File: src/rtl/pong_pkg.sv
// Shared Pong geometry defaults, state and direction encodings, and helpers
// for the derived paddle faces and centre coordinates.
package pong_pkg;

  localparam int DEF_BALL_SIZE    = 20;
  localparam int DEF_PAD_HEIGHT   = 100;
  localparam int DEF_PAD_WIDTH    = 10;
  localparam int DEF_PAD_OFFS     = 35;
  localparam int DEF_H_RES        = 1280;
  localparam int DEF_V_RES        = 800;
  localparam int DEF_BALL_SPEED   = 4;
  localparam int DEF_PAD_SPEED    = 6;
  localparam int DEF_SERVE_FRAMES = 60;
  localparam int DEF_WIN_SCORE    = 9;

  typedef enum logic [1:0] {
    ST_SERVE = 2'd0,
    ST_PLAY  = 2'd1,
    ST_OVER  = 2'd2
  } state_t;

  // DIR_NEG moves toward coordinate 0 (left / up).
  typedef enum logic {
    DIR_NEG = 1'b0,
    DIR_POS = 1'b1
  } dir_t;

  function automatic int face_l(input int offs, input int width);
    return offs + width;
  endfunction

  function automatic int face_r(input int h_res, input int offs, input int width);
    return h_res - offs - width - 1;
  endfunction

  function automatic int centre(input int res, input int size);
    return (res - size) / 2;
  endfunction

  function automatic logic [11:0] ext12(input logic [10:0] v);
    return {1'b0, v};
  endfunction

endpackage

File: src/rtl/pong_ctrl_pad.sv
// One paddle: vertical position register stepped by the up/down buttons on
// enabled frame ticks and clamped to the screen; restart reloads the centre.
module pad_ctrl
  import pong_pkg::*;
#(
  parameter int PAD_SPEED  = DEF_PAD_SPEED,
  parameter int PAD_HEIGHT = DEF_PAD_HEIGHT,
  parameter int V_RES      = DEF_V_RES
) (
  input  logic        clk,
  input  logic        rst,
  input  logic        move_en,
  input  logic        restart,
  input  logic        btn_up,
  input  logic        btn_dn,
  output logic [10:0] y
);

  localparam logic [11:0] SPD   = 12'(PAD_SPEED);
  localparam logic [11:0] Y_MAX = 12'(V_RES - PAD_HEIGHT);
  localparam logic [10:0] Y0    = 11'(centre(V_RES, PAD_HEIGHT));

  logic [10:0] y_q, y_d;
  logic [11:0] y_w;

  always_comb begin
    y_w = ext12(y_q);
    y_d = y_q;
    if (restart) begin
      y_d = Y0;
    end else if (move_en && (btn_up != btn_dn)) begin
      if (btn_up) begin
        y_d = (y_w >= SPD) ? 11'(y_w - SPD) : 11'd0;
      end else begin
        y_d = (y_w + SPD >= Y_MAX) ? 11'(Y_MAX) : 11'(y_w + SPD);
      end
    end
  end

  always_ff @(posedge clk) begin
    if (rst) begin
      y_q <= Y0;
    end else begin
      y_q <= y_d;
    end
  end

  assign y = y_q;

endmodule

File: src/rtl/pong_ctrl.sv
// Per-frame Pong engine: ball motion, wall/paddle collisions, scoring and the
// SERVE/PLAY/OVER sequence, all advanced once per frame_tick.
module pong_ctrl
  import pong_pkg::*;
#(
  parameter int BALL_SIZE    = DEF_BALL_SIZE,
  parameter int PAD_HEIGHT   = DEF_PAD_HEIGHT,
  parameter int PAD_WIDTH    = DEF_PAD_WIDTH,
  parameter int PAD_OFFS     = DEF_PAD_OFFS,
  parameter int H_RES        = DEF_H_RES,
  parameter int V_RES        = DEF_V_RES,
  parameter int BALL_SPEED   = DEF_BALL_SPEED,
  parameter int PAD_SPEED    = DEF_PAD_SPEED,
  parameter int SERVE_FRAMES = DEF_SERVE_FRAMES,
  parameter int WIN_SCORE    = DEF_WIN_SCORE
) (
  input  logic        clk,
  input  logic        rst,
  input  logic        frame_tick,
  input  logic        btn_lu,
  input  logic        btn_ld,
  input  logic        btn_ru,
  input  logic        btn_rd,
  output logic [10:0] ball_x,
  output logic [10:0] ball_y,
  output logic [10:0] padl_y,
  output logic [10:0] padr_y,
  output logic [3:0]  score_l,
  output logic [3:0]  score_r,
  output logic        game_over
);

  localparam logic [11:0] SZ   = 12'(BALL_SIZE);
  localparam logic [11:0] BSPD = 12'(BALL_SPEED);
  localparam logic [11:0] PH   = 12'(PAD_HEIGHT);
  localparam logic [11:0] HR   = 12'(H_RES);
  localparam logic [11:0] VR   = 12'(V_RES);
  localparam logic [11:0] FL   = 12'(face_l(PAD_OFFS, PAD_WIDTH));
  localparam logic [11:0] FR   = 12'(face_r(H_RES, PAD_OFFS, PAD_WIDTH));
  localparam logic [10:0] CX   = 11'(centre(H_RES, BALL_SIZE));
  localparam logic [10:0] CY   = 11'(centre(V_RES, BALL_SIZE));
  localparam logic [3:0]  WIN  = 4'(WIN_SCORE);
  localparam int          CNT_W = $clog2(SERVE_FRAMES + 1);
  localparam logic [CNT_W-1:0] CNT_INIT = CNT_W'(SERVE_FRAMES);

  state_t             state_q, state_d;
  logic [CNT_W-1:0]   serve_cnt_q, serve_cnt_d;
  logic [10:0]        ball_x_q, ball_x_d, ball_y_q, ball_y_d;
  dir_t               dx_q, dx_d, dy_q, dy_d;
  logic [3:0]         score_l_q, score_l_d, score_r_q, score_r_d;
  logic               game_over_q, game_over_d;

  logic [11:0] bx, by, pl, pr;
  logic        ovl_l, ovl_r, miss_l, miss_r, restart, move_en;
  logic [10:0] x_nxt, y_nxt;
  dir_t        dx_nxt, dy_nxt;
  logic [3:0]  sl_inc, sr_inc;

  // Candidate PLAY motion, evaluated against the pre-update paddle positions.
  always_comb begin
    bx = ext12(ball_x_q);
    by = ext12(ball_y_q);
    pl = ext12(padl_y);
    pr = ext12(padr_y);
    ovl_l = (by + SZ > pl) && (by < pl + PH);
    ovl_r = (by + SZ > pr) && (by < pr + PH);

    y_nxt  = ball_y_q;
    dy_nxt = dy_q;
    if (dy_q == DIR_NEG) begin
      if (by <= BSPD) begin
        y_nxt  = 11'd0;
        dy_nxt = DIR_POS;
      end else begin
        y_nxt = 11'(by - BSPD);
      end
    end else if (by + SZ + BSPD >= VR) begin
      y_nxt  = 11'(VR - SZ);
      dy_nxt = DIR_NEG;
    end else begin
      y_nxt = 11'(by + BSPD);
    end

    x_nxt  = ball_x_q;
    dx_nxt = dx_q;
    miss_l = 1'b0;
    miss_r = 1'b0;
    if (dx_q == DIR_NEG) begin
      if (bx >= FL && bx - BSPD < FL && ovl_l) begin
        x_nxt  = 11'(FL);
        dx_nxt = DIR_POS;
      end else if (bx <= BSPD) begin
        miss_l = 1'b1;
      end else begin
        x_nxt = 11'(bx - BSPD);
      end
    end else begin
      if (bx + SZ <= FR && bx + SZ + BSPD > FR && ovl_r) begin
        x_nxt  = 11'(FR - SZ);
        dx_nxt = DIR_NEG;
      end else if (bx + SZ + BSPD >= HR) begin
        miss_r = 1'b1;
      end else begin
        x_nxt = 11'(bx + BSPD);
      end
    end
  end

  always_comb begin
    state_d     = state_q;
    serve_cnt_d = serve_cnt_q;
    ball_x_d    = ball_x_q;
    ball_y_d    = ball_y_q;
    dx_d        = dx_q;
    dy_d        = dy_q;
    score_l_d   = score_l_q;
    score_r_d   = score_r_q;
    restart     = 1'b0;
    sl_inc      = score_l_q + 4'd1;
    sr_inc      = score_r_q + 4'd1;
    if (frame_tick) begin
      case (state_q)
        ST_SERVE: begin
          if (serve_cnt_q != '0) serve_cnt_d = serve_cnt_q - CNT_W'(1);
          else                   state_d     = ST_PLAY;
        end
        ST_PLAY: begin
          // A miss recentres the ball and discards this tick's vertical step.
          if (miss_l || miss_r) begin
            ball_x_d    = CX;
            ball_y_d    = CY;
            serve_cnt_d = CNT_INIT;
            if (miss_l) begin
              score_r_d = sr_inc;
              dx_d      = DIR_NEG;
              state_d   = (sr_inc == WIN) ? ST_OVER : ST_SERVE;
            end else begin
              score_l_d = sl_inc;
              dx_d      = DIR_POS;
              state_d   = (sl_inc == WIN) ? ST_OVER : ST_SERVE;
            end
          end else begin
            ball_x_d = x_nxt;
            ball_y_d = y_nxt;
            dx_d     = dx_nxt;
            dy_d     = dy_nxt;
          end
        end
        ST_OVER: begin
          if (btn_lu || btn_ld || btn_ru || btn_rd) begin
            restart     = 1'b1;
            state_d     = ST_SERVE;
            serve_cnt_d = CNT_INIT;
            ball_x_d    = CX;
            ball_y_d    = CY;
            dx_d        = DIR_POS;
            dy_d        = DIR_POS;
            score_l_d   = 4'd0;
            score_r_d   = 4'd0;
          end
        end
        default: state_d = ST_SERVE;
      endcase
    end
    game_over_d = (state_d == ST_OVER);
  end

  always_ff @(posedge clk) begin
    if (rst) begin
      state_q     <= ST_SERVE;
      serve_cnt_q <= CNT_INIT;
      ball_x_q    <= CX;
      ball_y_q    <= CY;
      dx_q        <= DIR_POS;
      dy_q        <= DIR_POS;
      score_l_q   <= 4'd0;
      score_r_q   <= 4'd0;
      game_over_q <= 1'b0;
    end else begin
      state_q     <= state_d;
      serve_cnt_q <= serve_cnt_d;
      ball_x_q    <= ball_x_d;
      ball_y_q    <= ball_y_d;
      dx_q        <= dx_d;
      dy_q        <= dy_d;
      score_l_q   <= score_l_d;
      score_r_q   <= score_r_d;
      game_over_q <= game_over_d;
    end
  end

  assign move_en = frame_tick && (state_q != ST_OVER);

  pad_ctrl #(.PAD_SPEED(PAD_SPEED), .PAD_HEIGHT(PAD_HEIGHT), .V_RES(V_RES)) u_pad_l (
    .clk     (clk),
    .rst     (rst),
    .move_en (move_en),
    .restart (restart),
    .btn_up  (btn_lu),
    .btn_dn  (btn_ld),
    .y       (padl_y)
  );

  pad_ctrl #(.PAD_SPEED(PAD_SPEED), .PAD_HEIGHT(PAD_HEIGHT), .V_RES(V_RES)) u_pad_r (
    .clk     (clk),
    .rst     (rst),
    .move_en (move_en),
    .restart (restart),
    .btn_up  (btn_ru),
    .btn_dn  (btn_rd),
    .y       (padr_y)
  );

  assign ball_x    = ball_x_q;
  assign ball_y    = ball_y_q;
  assign score_l   = score_l_q;
  assign score_r   = score_r_q;
  assign game_over = game_over_q;

endmodule
File: config.mk
export PLATFORM = sky130hd
export DESIGN_NAME = pong_ctrl
export DESIGN_NICKNAME = d
export VERILOG_FILES = /design/src/rtl/pong_pkg.sv /design/src/rtl/pong_ctrl_pad.sv /design/src/rtl/pong_ctrl.sv
export SDC_FILE = /design/constraint.sdc
export NUM_CORES = 1
export LEC_CHECK = 0
export ABC_AREA = 1
export ABC_CLOCK_PERIOD_IN_PS = 7050
export BUFFER_PORTS_ARGS = -buffer_cell sky130_fd_sc_hd__clkbuf_2
export CAP_MARGIN = 20
export CORE_ASPECT_RATIO = 1.75
export CORE_MARGIN = 5
export CORE_UTILIZATION = 40
export CTS_CLUSTER_SIZE = 14
export DETAILED_ROUTE_END_ITERATION = 10
export PLACE_DENSITY = 0.61
export REMOVE_ABC_BUFFERS = 1
export SYNTH_ARGS = -nofsm -noshare
export SYNTH_HDL_FRONTEND = slang
export SYNTH_SLANG_ARGS = --single-unit
File: constraint.sdc
create_clock -name clk -period 7.05 [get_ports clk]
set_input_delay 0.3525 -clock clk [delete_from_list [all_inputs] [get_ports clk]]
set_output_delay 0.3525 -clock clk [all_outputs]
set_load 0.005 [all_outputs]
==> impl_metrics.py <==
metrics = {
    "clock_tree": {
        "cts_setup_buffers": 0,
        "ctsHoldBuffers": 0,
        "clk_pin_slew_ps": 60,
        "clock_sinks": 60,
        "clockBufferDepth": 2,
        "clkLatencyLatePin_ps": 350,
        "cts_root_buffer": "clkbuf_16",
        "numCtsBuffers": 9,
        "cts_max_level": 3,
        "cts_resized": 0,
        "cts_tree": "built",
    },
    "die": {
        "core_um2": 16520,
        "die_h_um": 181.6,
        "die_x_um": 108.1,
        "initial_core_util": 0.4073,
        "rows": 62,
        "io_pins": 60,
        "die_area_um2": 19620,
    },
    "sta": {
        "clock.fmax_ghz": 0.2664,
        "relSlewSlack": 0.5170,
        "finalCritPeriodShare": 0.5324,
        "post-route-min-period_ps": 3753,
        "rsz0062_at_grt": "false",
        "setup_viol": 0,
        "tightest_slew_ps": 722.8,
        "fin_setup_tns_ps": 0,
        "drv_slew": 0,
        "fin_skew_ps": 17.18,
        "finalHoldViolCount": 0,
    },
    "final_layout": {
        "mostFrequentLayoutCell": "nand2_1",
        "area_growth_syn_to_layout_pct": 11.49,
        "drive_above_1_share": 0.1173,
        "utilization": 0.4541,
        "fin_area_um2": 7503,
        "antenna_cells": 0,
        "n_fill_cell": 1817,
        "multiInputGateArea_um2": 4865,
        "seq_area_um2": 1201,
        "instances_no_fill": 1341,
        "layout_common_cells": "nand2_1 (250), inv_1 (119), nor2_1 (110)",
        "nets": 1192,
    },
    "setup_path": {
        "cpMostUsedCell": "nand2_1",
        "path_depth": 20,
        "worstSetupPathType": "flip-flop to flip-flop",
        "crit_arrival_ps": 3960,
        "critical-path-max-stage-delay_ps": 640,
        "worstPathMaxFanout": 9,
        "cp_top_family": "simple AND/OR/NAND/NOR gates",
        "reg2reg_slack_ps": 3300,
        "path_buf_inv": 3,
        "required_ps": 7250,
        "endpoint_kind": "flip-flop",
        "cp-start-kind": "flip-flop",
        "path_cells": "inv_2, ha_1, nand2_1, nand2_2, nand2_1, xor2_1, inv_1, ha_1, nand2_1, o21a_1, nor2_1, nor2_1, nand2_1, nand4_2, nand2_1, inv_1, nand2_2, nand3_4, a21oi_4, o211ai_1",
        "slowest_stage": "dfxtp_1",
        "r2r.worst_path.cells": 20,
    },
    "route": {
        "drc": 0,
        "initialDrtViolationCount": 309,
        "dr.pass1.iters": 7,
        "detail_route.wl_per_cell_um": 15.54,
        "drtAntennaViolNets": 0,
        "wl_um": 20850,
        "via_per_inst": 5.295,
        "vias": 7100,
    },
    "yosys": {
        "ys_async_sr_fraction": 0,
        "synth_area_um2": 6730,
        "syn_avg_cell_area_um2": 6.284,
        "synthDistinctLibCells": 51,
        "ys_seq_elements": 60,
        "synthFlopType": "dfxtp_1",
        "synth_edf_count": 0,
        "synth-seq-area-share": 0.1785,
        "yosysWarnings": 0,
        "syn_inst": 1071,
    },
    "place": {
        "dp.final_hpwl_um": 17040,
        "port-buffer-count": 56,
        "dp.cells": 1326,
        "placed_cell_area_um2": 7168,
        "gp_congestion": 0.9963,
    },
    "global_routing": {
        "grt_pass1_vias": 6924,
        "grt_start_max_net_pins": 21,
        "gr-usage-all-layers": 0.2158,
        "antenna_found_initial": 0,
        "grt.overflow.total": 0,
        "grt_pass1_wl_um": 33780,
    },
    "min_path": {
        "hold_depth": 5,
        "hold_class": "primary input to flip-flop",
    },
    "run": {
        "cap_viol_max_count": 0,
    },
    "power_and_ir_drop": {
        "peakVddDrop_mv": 0.09498,
        "power.density_nw_per_um2": 146.6,
        "p_leak_nw": 3.573,
    },
    "run_status": {
        "outcome": "finished clean",
    },
}
flip-flops by register name (all words and copies together) (netlist names), 2 cells and up:
name         cells
ball_x          11
ball_y          10
score_l          4
score_r          4
serve_cnt_q      6
state_q          2
u_pad_l.y       10
u_pad_r.y       10
worst reg2reg max path: stages, from the launching register on:
cell,delay [ps]
dfxtp_1,640
inv_2,190
ha_1,230
nand2_1,70
nand2_2,100
nand2_1,110
xor2_1,260
inv_1,190
ha_1,330
nand2_1,60
o21a_1,190
nor2_1,100
nor2_1,40
nand2_1,90
nand4_2,160
nand2_1,170
inv_1,100
nand2_2,100
nand3_4,130
a21oi_4,240
o211ai_1,120
Yosys cell counts, types with 5 or more instances:
cell / n / area [µm²]
nor2_4: 5 / 56.30
inv_1: 119 / 446.7
clkinv_1: 8 / 30.03
nand2_2: 16 / 100.1
clkbuf_1: 12 / 45.04
o221ai_1: 6 / 52.55
nor2_1: 110 / 412.9
o22ai_1: 11 / 68.82
nor2_2: 5 / 31.28
nand4_1: 25 / 156.4
buf_4: 5 / 37.54
or2_2: 5 / 31.28
nor3_1: 21 / 105.1
nand2_1: 250 / 938.4
a21oi_1: 56 / 280.3
o21ai_0: 55 / 275.3
o21ai_1: 11 / 55.05
ha_1: 72 / 900.9
o211ai_1: 7 / 52.55
dfxtp_1: 60 / 1201
nand3_1: 90 / 450.4
buf_2: 9 / 45.04
inv_2: 12 / 45.04
a211oi_1: 6 / 45.04
xor2_1: 51 / 446.7
xnor2_1: 5 / 43.79
power breakdown:
group	internal [W]	switching [W]
Clock	0.000337	0.000171
Combinational	0.0000814	0.000136
Sequential	0.000351	0.0000227
Total	0.000770	0.000330
metrics by stage:
stage	hold WS, ps	total power, W	worst slack [ps]
CTS	406.4	0.001110	3288
detailed placement	504.5	0.0005996	3311
finish	413.1	0.001100	3297
global route	447.4	0.001155	2920
global placement	501.7	0.0005976	3306
floorplan	421.6	0.0005336	4024
logic make-up (layout without fill, tap and decap cells):
family | after synthesis | after routing | synth area share
xor+xnor | 57 | 57 | 0.07529
fa+ha+maj | 72 | 72 | 0.1339
simple gates | 540 | 540 | 0.3633
other cells | 1 | 3 | 0.0005572
flops | 60 | 60 | 0.1785
buf+inv | 169 | 213 | 0.1008
compound gates | 172 | 172 | 0.1478
layout make-up:
type                    count  share of cell area
flip-flops and latches     60              0.1601
repair buffers             57             0.03835
clock buffers              12             0.03552
well taps                 224             0.03735
inverters                 141             0.07120
multi-input cells         844              0.6483
clock inverters             3            0.009171
path summary, 6_finish.rpt:
check	from	endpoint
worst min-delay path	frame_tick	dy_q
worst min register to register	serve_cnt_q[5]	serve_cnt_q[5]
worst max register to register	ball_y[4]	ball_x[5]
worst max-delay path	ball_y[4]	ball_x[5]
layer usage:
layer,up-vias,track usage,share of wire
met2,162,0.4282,0.56
met4,0,0.1026,0.041
met1,3263,0.2124,0.37
li1,3619,-,-
met5,-,0,0
met3,56,0.02701,0.030
Note: power is estimated with default switching activity, not from simulation.
